$ cat src/rtl/demux_sched_pkg.sv
// Shared definitions for demux_sched: FSM state encoding, counter width and a width helper.
package demux_sched_pkg;

    typedef enum logic {
        ST_EMPTY = 1'b0,
        ST_FULL  = 1'b1
    } state_e;

    localparam int CNT_W = 16;

    // Smallest width that can index n items, never narrower than one bit.
    function automatic int clog2_min1(input int n);
        int w;
        w = 1;
        for (int i = 1; i < 31; i++) begin
            if ((1 << i) < n) w = i + 1;
        end
        return w;
    endfunction

endpackage

$ cat src/rtl/demux_sched_if.sv
// Stream-in / N-channel-out bus of demux_sched; master drives the input stream and channel readies.
interface demux_sched_if #(
    parameter int N_OUT = 2,
    parameter int DW    = 1
);
    import demux_sched_pkg::*;

    localparam int SELW = clog2_min1(N_OUT);

    logic [DW-1:0]    in_data;
    logic             in_valid;
    logic             in_ready;
    logic             mode;
    logic [SELW-1:0]  in_sel;
    logic [DW-1:0]    out_data;
    logic [N_OUT-1:0] out_valid;
    logic [N_OUT-1:0] out_ready;
    logic             sel_err;
    logic [CNT_W-1:0] sent_cnt;

    modport master (
        output in_data, in_valid, mode, in_sel, out_ready,
        input  in_ready, out_data, out_valid, sel_err, sent_cnt
    );

    modport slave (
        input  in_data, in_valid, mode, in_sel, out_ready,
        output in_ready, out_data, out_valid, sel_err, sent_cnt
    );

endinterface

$ cat src/rtl/demux_sched_rr_sel.sv
// Round-robin pointer and next-target choice; DEMUX_SCHED_SKIP_BUSY_EN skips channels not ready.
module demux_rr_sel
    import demux_sched_pkg::*;
#(
    parameter  int N_OUT = 2,
    localparam int SELW  = clog2_min1(N_OUT)
) (
    input  logic             clk,
    input  logic             rst,
    input  logic             accept,
    input  logic [N_OUT-1:0] out_ready,
    output logic [SELW-1:0]  tgt_next,
    output logic [SELW-1:0]  ptr
);

    logic [SELW-1:0] ptr_q, ptr_d;

    function automatic logic [SELW-1:0] wrap_inc(input logic [SELW-1:0] v);
        return (int'(v) == N_OUT - 1) ? '0 : v + 1'b1;
    endfunction

`ifdef DEMUX_SCHED_SKIP_BUSY_EN
    logic [SELW-1:0] idx;
    logic            found;

    // First ready channel at or after ptr; falls back to ptr when all are busy.
    always_comb begin
        tgt_next = ptr_q;
        found    = 1'b0;
        idx      = ptr_q;
        for (int i = 0; i < N_OUT; i++) begin
            if (!found && out_ready[idx]) begin
                tgt_next = idx;
                found    = 1'b1;
            end
            idx = wrap_inc(idx);
        end
    end
`else
    logic unused_out_ready;
    assign unused_out_ready = ^out_ready;
    assign tgt_next = ptr_q;
`endif

    always_comb begin
        ptr_d = ptr_q;
        if (accept) ptr_d = wrap_inc(tgt_next);
    end

    always_ff @(posedge clk or posedge rst) begin
        if (rst) ptr_q <= '0;
        else     ptr_q <= ptr_d;
    end

    assign ptr = ptr_q;

endmodule

$ cat src/rtl/demux_sched.sv
// 1-to-N stream demux controller with a one-word buffer; round-robin or explicit channel select.
// Optional DEMUX_SCHED_SKIP_BUSY_EN makes round-robin skip channels that are not ready.
module demux_sched
    import demux_sched_pkg::*;
#(
    parameter  int N_OUT = 2,
    parameter  int DW    = 1,
    localparam int SELW  = clog2_min1(N_OUT)
) (
    input  logic          clk,
    input  logic          rst,
    demux_sched_if.slave  bus
);

    state_e           state_q, state_d;
    logic [DW-1:0]    data_q, data_d;
    logic [SELW-1:0]  tgt_q, tgt_d;
    logic             sel_err_q, sel_err_d;
    logic [CNT_W-1:0] cnt_q, cnt_d;
    logic [SELW-1:0]  rr_tgt;
    logic [SELW-1:0]  rr_ptr_unused;
    logic             accept, complete, sel_bad;

    assign complete     = (state_q == ST_FULL) && bus.out_ready[tgt_q];
    assign bus.in_ready = !rst && ((state_q == ST_EMPTY) || bus.out_ready[tgt_q]);
    assign accept       = bus.in_valid && bus.in_ready;
    assign sel_bad      = bus.mode && (int'(bus.in_sel) >= N_OUT);

    demux_rr_sel #(.N_OUT(N_OUT)) u_rr_sel (
        .clk       (clk),
        .rst       (rst),
        .accept    (accept && !bus.mode),
        .out_ready (bus.out_ready),
        .tgt_next  (rr_tgt),
        .ptr       (rr_ptr_unused)
    );

    // A completing word and a new accept share the edge, so refill wins over going EMPTY.
    always_comb begin
        state_d   = state_q;
        data_d    = data_q;
        tgt_d     = tgt_q;
        sel_err_d = sel_err_q | (accept & sel_bad);
        cnt_d     = complete ? cnt_q + 1'b1 : cnt_q;
        if (accept) begin
            state_d = ST_FULL;
            data_d  = bus.in_data;
            if (!bus.mode)   tgt_d = rr_tgt;
            else if (sel_bad) tgt_d = '0;
            else             tgt_d = bus.in_sel;
        end else if (complete) begin
            state_d = ST_EMPTY;
        end
    end

    always_ff @(posedge clk or posedge rst) begin
        if (rst) begin
            state_q   <= ST_EMPTY;
            data_q    <= '0;
            tgt_q     <= '0;
            sel_err_q <= 1'b0;
            cnt_q     <= '0;
        end else begin
            state_q   <= state_d;
            data_q    <= data_d;
            tgt_q     <= tgt_d;
            sel_err_q <= sel_err_d;
            cnt_q     <= cnt_d;
        end
    end

    always_comb begin
        bus.out_valid = '0;
        for (int k = 0; k < N_OUT; k++) begin
            bus.out_valid[k] = (state_q == ST_FULL) && (tgt_q == SELW'(k));
        end
    end

    assign bus.out_data = data_q;
    assign bus.sel_err  = sel_err_q;
    assign bus.sent_cnt = cnt_q;

endmodule

$ cat src/flat_wrapper.sv
// flat-port wrapper written by rule: the top's interface ports become plain ports
module demux_sched_flat import demux_sched_pkg::*;
#(
    parameter  int N_OUT = 2,
    parameter  int DW    = 1,
    localparam int SELW  = clog2_min1(N_OUT)
)
  (clk, rst, bus_in_data, bus_in_valid, bus_mode, bus_in_sel, bus_out_ready, bus_in_ready, bus_out_data, bus_out_valid, bus_sel_err, bus_sent_cnt);
  demux_sched_if #(.N_OUT(N_OUT), .DW(DW)) bus_i ();
  input  logic clk;
  input  logic rst;
  input wire logic [$bits(bus_i.in_data)-1:0] bus_in_data;
  input wire logic [$bits(bus_i.in_valid)-1:0] bus_in_valid;
  input wire logic [$bits(bus_i.mode)-1:0] bus_mode;
  input wire logic [$bits(bus_i.in_sel)-1:0] bus_in_sel;
  input wire logic [$bits(bus_i.out_ready)-1:0] bus_out_ready;
  output wire logic [$bits(bus_i.in_ready)-1:0] bus_in_ready;
  output wire logic [$bits(bus_i.out_data)-1:0] bus_out_data;
  output wire logic [$bits(bus_i.out_valid)-1:0] bus_out_valid;
  output wire logic [$bits(bus_i.sel_err)-1:0] bus_sel_err;
  output wire logic [$bits(bus_i.sent_cnt)-1:0] bus_sent_cnt;
  assign bus_i.in_data = bus_in_data;
  assign bus_i.in_valid = bus_in_valid;
  assign bus_i.mode = bus_mode;
  assign bus_i.in_sel = bus_in_sel;
  assign bus_i.out_ready = bus_out_ready;
  assign bus_in_ready = bus_i.in_ready;
  assign bus_out_data = bus_i.out_data;
  assign bus_out_valid = bus_i.out_valid;
  assign bus_sel_err = bus_i.sel_err;
  assign bus_sent_cnt = bus_i.sent_cnt;
  demux_sched #(.N_OUT(N_OUT), .DW(DW)) u_core (.clk(clk), .rst(rst), .bus(bus_i));
endmodule
$ cat config.mk
export PLATFORM = sky130hd
export DESIGN_NAME = demux_sched_flat
export DESIGN_NICKNAME = d
export VERILOG_FILES = /design/src/rtl/demux_sched_pkg.sv /design/src/rtl/demux_sched_if.sv /design/src/rtl/demux_sched_rr_sel.sv /design/src/rtl/demux_sched.sv /design/src/flat_wrapper.sv
export SDC_FILE = /design/constraint.sdc
export NUM_CORES = 1
export LEC_CHECK = 0
export ABC_CLOCK_PERIOD_IN_PS = 2250
export BUFFER_PORTS_ARGS = -buffer_cell sky130_fd_sc_hd__buf_2
export CORE_MARGIN = 10
export CORE_UTILIZATION = 40
export CTS_BUF_LIST = sky130_fd_sc_hd__clkbuf_16
export CTS_CLUSTER_DIAMETER = 200
export DETAILED_ROUTE_END_ITERATION = 7
export PLACE_DENSITY = 0.65
export RECOVER_POWER = 100
export SLEW_MARGIN = 30
export SYNTH_ARGS = -nofsm -noshare
export SYNTH_HDL_FRONTEND = slang
export SYNTH_HIERARCHICAL = 1
export SYNTH_SLANG_ARGS = --single-unit
$ cat constraint.sdc
create_clock -name clk -period 2.25 [get_ports clk]
set_input_delay 0.225 -clock clk [delete_from_list [all_inputs] [get_ports clk]]
set_output_delay 0.225 -clock clk [all_outputs]
set_load 0.1 [all_outputs]
# --- After elaboration in Yosys (flattened, before gate mapping) ---
# Cells that the tools add are included.
# W data, S select, Z words.
word_totals:
  inputBits: 8
  out_inout_bits: 21
  regBits: 20
  elab_cells: 26
op_classes:
  mux: 6
  magnitude_cmp: 1
  reduce_logical: 10
  addsub: 2
  n_bitwise: 2
op_table:
  columns: ["op", "count"]
  rows:
  - ["$add A16 B1 Y16 const B", 1]
  - ["$logic_and A1 B1 Y1", 6]
  - ["$mux W1", 6]
  - ["$logic_not A1 Y1", 2]
  - ["$lt A1 B2 Y1 const B", 1]
  - ["$not A1 Y1", 2]
  - ["$reduce_bool A2 Y1", 1]
  - ["$add A1 B1 Y1 const B", 1]
  - ["$logic_or A1 B1 Y1", 1]

# --- Longest topological paths before layout ---
# Gate-level depths: netlist of run 1.
logic_depth:
  depth_word: 6
  depth_mapped: 5
  depth_no_buf: 5

# --- Hierarchy ---
# Netlist of run 1, hierarchy kept.
modules_own_cells:
  columns: ["mod", "area_each_um2", "seq_area_each_um2", "cells_each", "n_inst"]
  rows:
  - ["demux_sched", 878.3, 475.5, 75, 1]
  - ["demux_rr_sel", 45.0, 25.0, 4, 1]

# --- Worst setup path after synthesis of run 1 ---
# Ideal clock, no wire load.
synth_path:
  kind: "register to register"
  start: "reg u_core.tgt_q"
  end: "reg u_core.data_q (netlist: u_core/bus.out_data)"
  arrival_ps: 2100
  path_slack_ps: 24
  stages_incl_launch_ff: 5
  t_required_ps: 2124
  n_path_buf: 0
  cell_sequence: "dfrtp_1 > mux2i_2 > a21oi_2 > nand2_1 > mux2_2"
synth_via:
  elab_chain_len: 5
synth_lines:
  columns: ["item", "line", "text"]
  rows:
  - ["start: declaration", "demux_sched.sv:17", "logic [SELW-1:0] tgt_q, tgt_d;"]
  - ["start signal: assignment", "demux_sched.sv:66", "tgt_q <= tgt_d;"]
  - ["$mux W1 (not written as such) (2 in a row)", "demux_sched.sv:25", "assign bus.in_ready = !rst && ((state_q == ST_EMPTY) || bus.out_ready[tgt_q]);"]
  - ["$logic_or A1 B1 Y1", "demux_sched.sv:25", null]
  - ["$logic_and A1 B1 Y1", "demux_sched.sv:25", null]
  - ["named net bus_in_ready", "flat_wrapper.sv:17", "output wire logic [$bits(bus_i.in_ready)-1:0] bus_in_ready;"]
  - ["$logic_and A1 B1 Y1", "demux_sched.sv:26", "assign accept = bus.in_valid && bus.in_ready;"]
  - ["end signal: assignment", "demux_sched.sv:65", "data_q <= data_d;"]
  - ["end: declaration", "demux_sched.sv:16", "logic [DW-1:0] data_q, data_d;"]
# The timed path passes the listed nets, and every way through them passes these cells. The select of a mux whose other input is x is not followed.
# A chain may end at the register's enable or synchronous reset.

# --- Worst setup path after layout of run 1 ---
layout_path:
  start: "reg u_core.tgt_q"
  end: "out bus_in_ready"
layout_via:
  elab_chain_len: 4
layout_lines:
  columns: ["item", "line"]
  rows:
  - ["$mux W1 (not written as such) (2 in a row)", "demux_sched.sv:25"]
  - ["$logic_or A1 B1 Y1", "demux_sched.sv:25"]
  - ["$logic_and A1 B1 Y1", "demux_sched.sv:25"]
  - ["end: declaration", "flat_wrapper.sv:17"]
# Every way passes these cells. The select of a mux whose other input is x is not followed.

==> impl_metrics.ini, run 1 <==
[yosys]
synth_commonest_cells = 20 x dfrtp_1, 10 x xnor2_1, 8 x nand3_1
ys_seq_elements = 20
yosys_most_used_dff = dfrtp_1
syn_area_per_cell_um2 = 11.69
synth_nets = 88
synth_most_common_cell = dfrtp_1
async_flop_share_pct = 100.0
synth_edf_count = 0
yosys_warnings = 6
yosys.area.top_type_share_pct = 54.20
synth-seq-area-share_pct = 54.20
synth_cells = 79
synth_cell_types = 23
synth_area_leaders = dfrtp_1 54%, xnor2_1 9.5%, xor2_1 5.7%, nand3_1 4.3%, nand4_1 4.1%
synth_top_area_cell = dfrtp_1
synth_area_um2 = 923.4

[worst_hold_path]
min_path_type = in -> reg
hold_start = bus_in_valid

[global_route]
antenna_found_initial = 0
grt_remaining_overflow = 0
grt_max_degree = 20
grt_pass1_wl_um = 3132
grt_pass1_vias = 729
grt_util_all_layers_pct = 8.797

[worst_setup_path]
endpoint_kind = primary output
cp-start-kind = flip-flop
reg2reg_from = u_core/bus.sent_cnt[0]
startpoint = u_core/tgt_q
cp.required_ps = 2030
critPathMaxFanout = 7
worstSetupPathType = reg -> out
cp.arrival_ps = 1720

[power]
comb_power_share_pct = 39.6
power.share.clock_pct = 29.2
seqPwrFrac_pct = 31.2
peakVddDrop_uv = 865.1
intPower_mw = 0.8826
p_sw_share_pct = 46.78
p_leak_nw = 0.4900
power_mw = 1.658
netSwitchingPower_mw = 0.7758
power_density_nw_per_um2 = 1450

[final_layout]
fin_nets = 119
fill_cells = 219
antennaDiodeCount = 0
layout-drive-gt1-share_pct = 11.93
stdcell_count = 137
synthToLayoutAreaGrowth_pct = 23.85
utilization_pct = 51.70

[run_status]
status = finished clean

[floorplan]
start_util_pct = 41.74
fp-row-count = 17
chipWidth_um = 68.05
core-area_um2 = 2212
die_h_um = 68.05
fp.dieArea_um2 = 4630
ios = 29

[route]
vias = 701
avgViaCountPerCell = 5.117
wl_per_cell_um = 14.47
drtPass1Iterations = 4
wl_um = 1983
drtIter0Drc = 17
drc_errors = 0
postRouteAntennaNets = 0

[clocking]
clkSlewWorstSetupHoldPaths_ps = 60
htree_levels = 1
tritoncts = built
clockRootBuffer = clkbuf_16
numCtsBuffers = 3
clock_latency_ps = 250
postCtsSetupRepairBufs = 0
clk_path_buf_depth = 2
cts_sinks = 20

[sta]
tightest_slew_ps = 1186
setup_violations = 0
max_freq_mhz = 513.7
fin_setup_tns_ps = 0
finalCriticalPeriod_ps = 1947
slew_viol_final = 0
period_share_pct = 86.52
skew_ps = 2.342
hold_ws_ps = 184.3
rsz0062_at_grt = no
final-hold-violation-count = 0
relSlewSlack_pct = 21.31

[placed_design]
io_buffers = 27
gp_congestion = 0.7204
dp_cells = 132
hpwl_um = 1530

[flow_run]
cap_violations = 0
## state kept, by name, indices dropped and copies added (netlist names)
| register | count |
|---|---|
| u_core/bus.out_data | 1 |
| u_core/u_rr_sel/ptr | 1 |
| u_core/bus.sent_cnt | 16 |
| u_core/state_q | 1 |
| u_core/tgt_q | 1 |
## logic make-up (layout without fill, tap and decap cells)
kind of cell,after synthesis,after routing,synth area share (%)
XOR/XNOR,16,16,15.18
other,1,1,0.4061
adder cells (fa/ha/maj),1,1,1.355
flip-flops,20,20,54.20
multiplexers,4,4,5.013
buffers and inverters,4,34,2.439
AND/OR/NAND/NOR,30,30,19.24
AO/OA/AOI/OAI,3,3,2.168
## worst paths after layout
| kind | end | slack [ps] | depth (start not counted) |
|---|---|---|---|
| worst max-delay path | bus_in_ready | 300 | 3 |
| worst min-delay path | u_core/tgt_q | 180 | 2 |
| worst max register to register | u_core/bus.sent_cnt[14] | 470 | 5 |
| worst min register to register | u_core/u_rr_sel/ptr | 470 | 1 |
| max in group asynchronous | u_core/bus.sent_cnt[15] | 1150 | 3 |
| min in group asynchronous | u_core/u_rr_sel/ptr | 370 | 3 |
## area by class of cell
class,count,area [µm²],area share [%]
flip-flops and latches,20,500.5,43.76
multi-input cells,55,375.4,32.82
repair buffers,28,120.1,10.50
clock buffers,3,75.07,6.565
well taps,28,35.03,3.063
clock inverters,1,30.03,2.626
inverters,2,7.507,0.6565
## per-layer routing
| layer | vias to the layer above | share of wire, % | global-route usage, % |
|---|---|---|---|
| met3 | 2 | 7.9 | 2.447 |
| met4 | 0 | 1.3 | 4.523 |
| met5 | - | 0 | 0 |
| li1 | 327 | - | - |
| met1 | 350 | 41 | 9.693 |
| met2 | 22 | 49 | 15.12 |
## cell usage in the layout, fill, tap and decap left out, types with 2 or more instances in the layout
master / count
xor2_1: 6
nand4_1: 6
a21oi_1: 2
nor3_1: 3
xnor2_1: 10
clkbuf_1: 20
nand3_1: 8
nand2_1: 6
nor4_1: 2
dfrtp_1: 20
inv_1: 2
buf_2: 6
nor2b_1: 2
clkbuf_16: 3
## power by group through the flow
| stage | Clock [mW] | Sequential [mW] | Combinational (mW) |
|---|---|---|---|
| finish | 0.484 | 0.518 | 0.657 |
| global route | 0.511 | 0.533 | 0.690 |
| CTS | 0.496 | 0.518 | 0.693 |
| detailed placement | 0 | 0.523 | 0.691 |
| global placement | 0 | 0.519 | 0.686 |
| floorplan | 0 | 0.877 | 0.233 |
## repair_timing
item,4_1_cts,5_1_grt
hold endpoints to repair,1,0
resized for setup,0,0
hold buffers,1,0
## critical path, cell delays in order (launching register included)
cell and delay [ps]:
dfrtp_1 420, mux2i_2 220, a21oi_1 310, clkbuf_2 520
## stage by stage
stage                     cell area, µm²  setup WS, ps
after floorplan                    923.4         23.93
after global placement              1079         666.3
after detailed placement            1079         615.0
after CTS                           1194         381.9
after global routing                1144         229.6
final                               1144         303.3
(Power assumes the default switching activity.)
==> run 2, diff against run 1 <==
--- a/config.mk
+++ b/config.mk
@@ -5,6 +5,7 @@
 export SDC_FILE = /design/constraint.sdc
 export NUM_CORES = 1
 export LEC_CHECK = 0
+export ABC_AREA = 1
 export ABC_CLOCK_PERIOD_IN_PS = 2250
 export BUFFER_PORTS_ARGS = -buffer_cell sky130_fd_sc_hd__buf_2
 export CORE_MARGIN = 10
@@ -12,7 +13,6 @@
 export CTS_BUF_LIST = sky130_fd_sc_hd__clkbuf_16
 export CTS_CLUSTER_DIAMETER = 200
 export DETAILED_ROUTE_END_ITERATION = 7
-export PLACE_DENSITY = 0.65
 export RECOVER_POWER = 100
 export SLEW_MARGIN = 30
 export SYNTH_ARGS = -nofsm -noshare
==> impl_metrics.ini, run 2 <==
[run_status]
status = finished clean

[yosys]
synth_nets = 161
yosys_most_used_dff = dfrtp_1
yosys.area.top_type_share_pct = 43.62
synth-seq-area-share_pct = 43.62
synth_cell_types = 23
synth_top_area_cell = dfrtp_1
synth_top_family_by_area = simple AND/OR/NAND/NOR gates
synth_cells = 152
synth_area_leaders = dfrtp_1 44%, nand2_1 17%, inv_1 9.2%, nand3_1 4.4%, xor2_1 3.8%
syn_area_per_cell_um2 = 7.548
synth_area_um2 = 1147
synth_commonest_cells = 53 x nand2_1, 28 x inv_1, 20 x dfrtp_1
synthMuxAreaShare_pct = 0.8724
synth_compound_area_share_pct = 1.309
synthAdderAreaFrac_pct = 1.091
synth_most_common_cell = nand2_1
async_flop_share_pct = 100.0
synth_xor_area_share_pct = 4.580
ys_seq_elements = 20
synth_edf_count = 0
yosys.area_share.simple_pct = 37.40
yosys_warnings = 6

[sta]
finalCriticalPeriod_ps = 1983
hold_ws_ps = 248.5
period_share_pct = 88.15
max_freq_mhz = 504.2
setup_violations = 0
rsz0062_at_grt = no
slew_viol_final = 0
fin_setup_tns_ps = 0
skew_ps = 3.237
relSlewSlack_pct = 22.43
tightest_slew_ps = 1169
final-hold-violation-count = 0
setup_ws_ps = 266.7

[floorplan]
fp.dieArea_um2 = 5410
core-area_um2 = 2758
start_util_pct = 41.61
fp-row-count = 19
ios = 29
chipWidth_um = 73.56
die_h_um = 73.56

[worst_setup_path]
endpoint_kind = primary output
critPathMaxFanout = 11
cp-start-kind = input pin
slowest_stage = dlygate4sd3_1
cp_common_cell = inv_1
cp.required_ps = 2030
crit_chain = dlygate4sd3_1 > clkbuf_1 > inv_1 > nand2_1 > inv_1 > clkbuf_2
slowest_delay_ps = 530
cp.arrival_ps = 1760
worstSetupPathType = in -> out

[clocking]
clock_latency_ps = 250
ctsResizeCount = 0
clockRootBuffer = clkbuf_16
clkSlewWorstSetupHoldPaths_ps = 50
hold_buffers = 1
cts_sinks = 20
numCtsBuffers = 3
tritoncts = built
postCtsSetupRepairBufs = 0
clk_path_buf_depth = 2
htree_levels = 1

[final_layout]
final_cell_mix = 53 x nand2_1, 29 x inv_1, 21 x clkbuf_1
fill_cells = 306
largest_reg_flops = 16
final_area_um2 = 1325
antennaDiodeCount = 0
stdcell_count = 214
synthToLayoutAreaGrowth_pct = 15.49
layout_commonest_cell = nand2_1
fin_nets = 193
utilization_pct = 48.05
layout-drive-gt1-share_pct = 6.557

[global_route]
grt_util_all_layers_pct = 10.23
grt_max_degree = 12
grt_pass1_vias = 1040
antenna_found_initial = 0
grt_pass1_wl_um = 4498
grt_remaining_overflow = 0

[power]
peakVddDrop_uv = 1266
p_leak_nw = 0.7251
power_density_nw_per_um2 = 1123
power_mw = 1.488

[route]
met2_length_um = 1254
drtIter0Drc = 32
drtPass1Iterations = 4
route.met3.wl_um = 103
wl_per_cell_um = 11.81
wl_met1_um = 1140
vias = 990
drc_errors = 0
dr.max_layer_used = met4
avgViaCountPerCell = 4.626
postRouteAntennaNets = 0
wl_um = 2528

[placed_design]
gp_congestion = 0.7445
dp_cells = 209
post_dp_cell_area_um2 = 1314
pre_cts_ws_ps = 698.8
hpwl_um = 1964
io_buffers = 27

[flow_run]
cap_violations = 0

[worst_hold_path]
min_path_type = in -> reg
## run 2: where the power goes
group | internal (mW) | total [mW] | switching [mW]
combinational | 0.0909 | 0.626 | 0.535
sequential | 0.421 | 0.494 | 0.0729
clock | 0.237 | 0.368 | 0.132
total | 0.749 | 1.49 | 0.739
## run 2: path summary, 6_finish.rpt
| path | cells past startpoint | from | endpoint | slack (ps) |
|---|---|---|---|---|
| worst max-delay path | 6 | rst | bus_in_ready | 270 |
| worst min-delay path | 3 | bus_in_data | u_core/bus.out_data | 250 |
| worst max register to register | 8 | u_core/bus.sent_cnt[1] | u_core/bus.sent_cnt[12] | 450 |
| worst min register to register | 1 | u_core/bus.sent_cnt[4] | u_core/bus.sent_cnt[4] | 490 |
| max in group asynchronous | 4 | rst | u_core/bus.sent_cnt[11] | 870 |
| min in group asynchronous | 3 | rst | u_core/u_rr_sel/ptr | 350 |
## run 2: routing by layer
layer,global-route usage (%),up-vias
met2,18.47,13
met4,4.348,0
li1,-,516
met1,11.08,457
met3,2.288,4
met5,0,-
## run 2: logic make-up (layout without fill, tap and decap cells)
group           count (synthesis)  in the layout
mux                             1              1
xor+xnor                        6              6
other cells                     1              1
fa+ha+maj                       1              1
buf+inv                        31             62
simple gates                   89             89
flops                          20             20
compound gates                  3              3
## run 2: layout make-up
class,instances,area (µm²),share of cell area [%]
Multi-Input combinational cell,101,474.2,35.79
Sequential cell,20,500.5,37.77
Tap cell,31,38.79,2.927
Timing Repair Buffer,29,123.9,9.348
Inverter,29,108.9,8.215
Clock buffer,3,75.07,5.666
Clock inverter,1,3.754,0.2833
## run 2: worst max-delay path, delay by kind of cell
kind                   cells  cell delay [ps]
AND/OR/NAND/NOR            1               90
buffers and inverters      5             1440
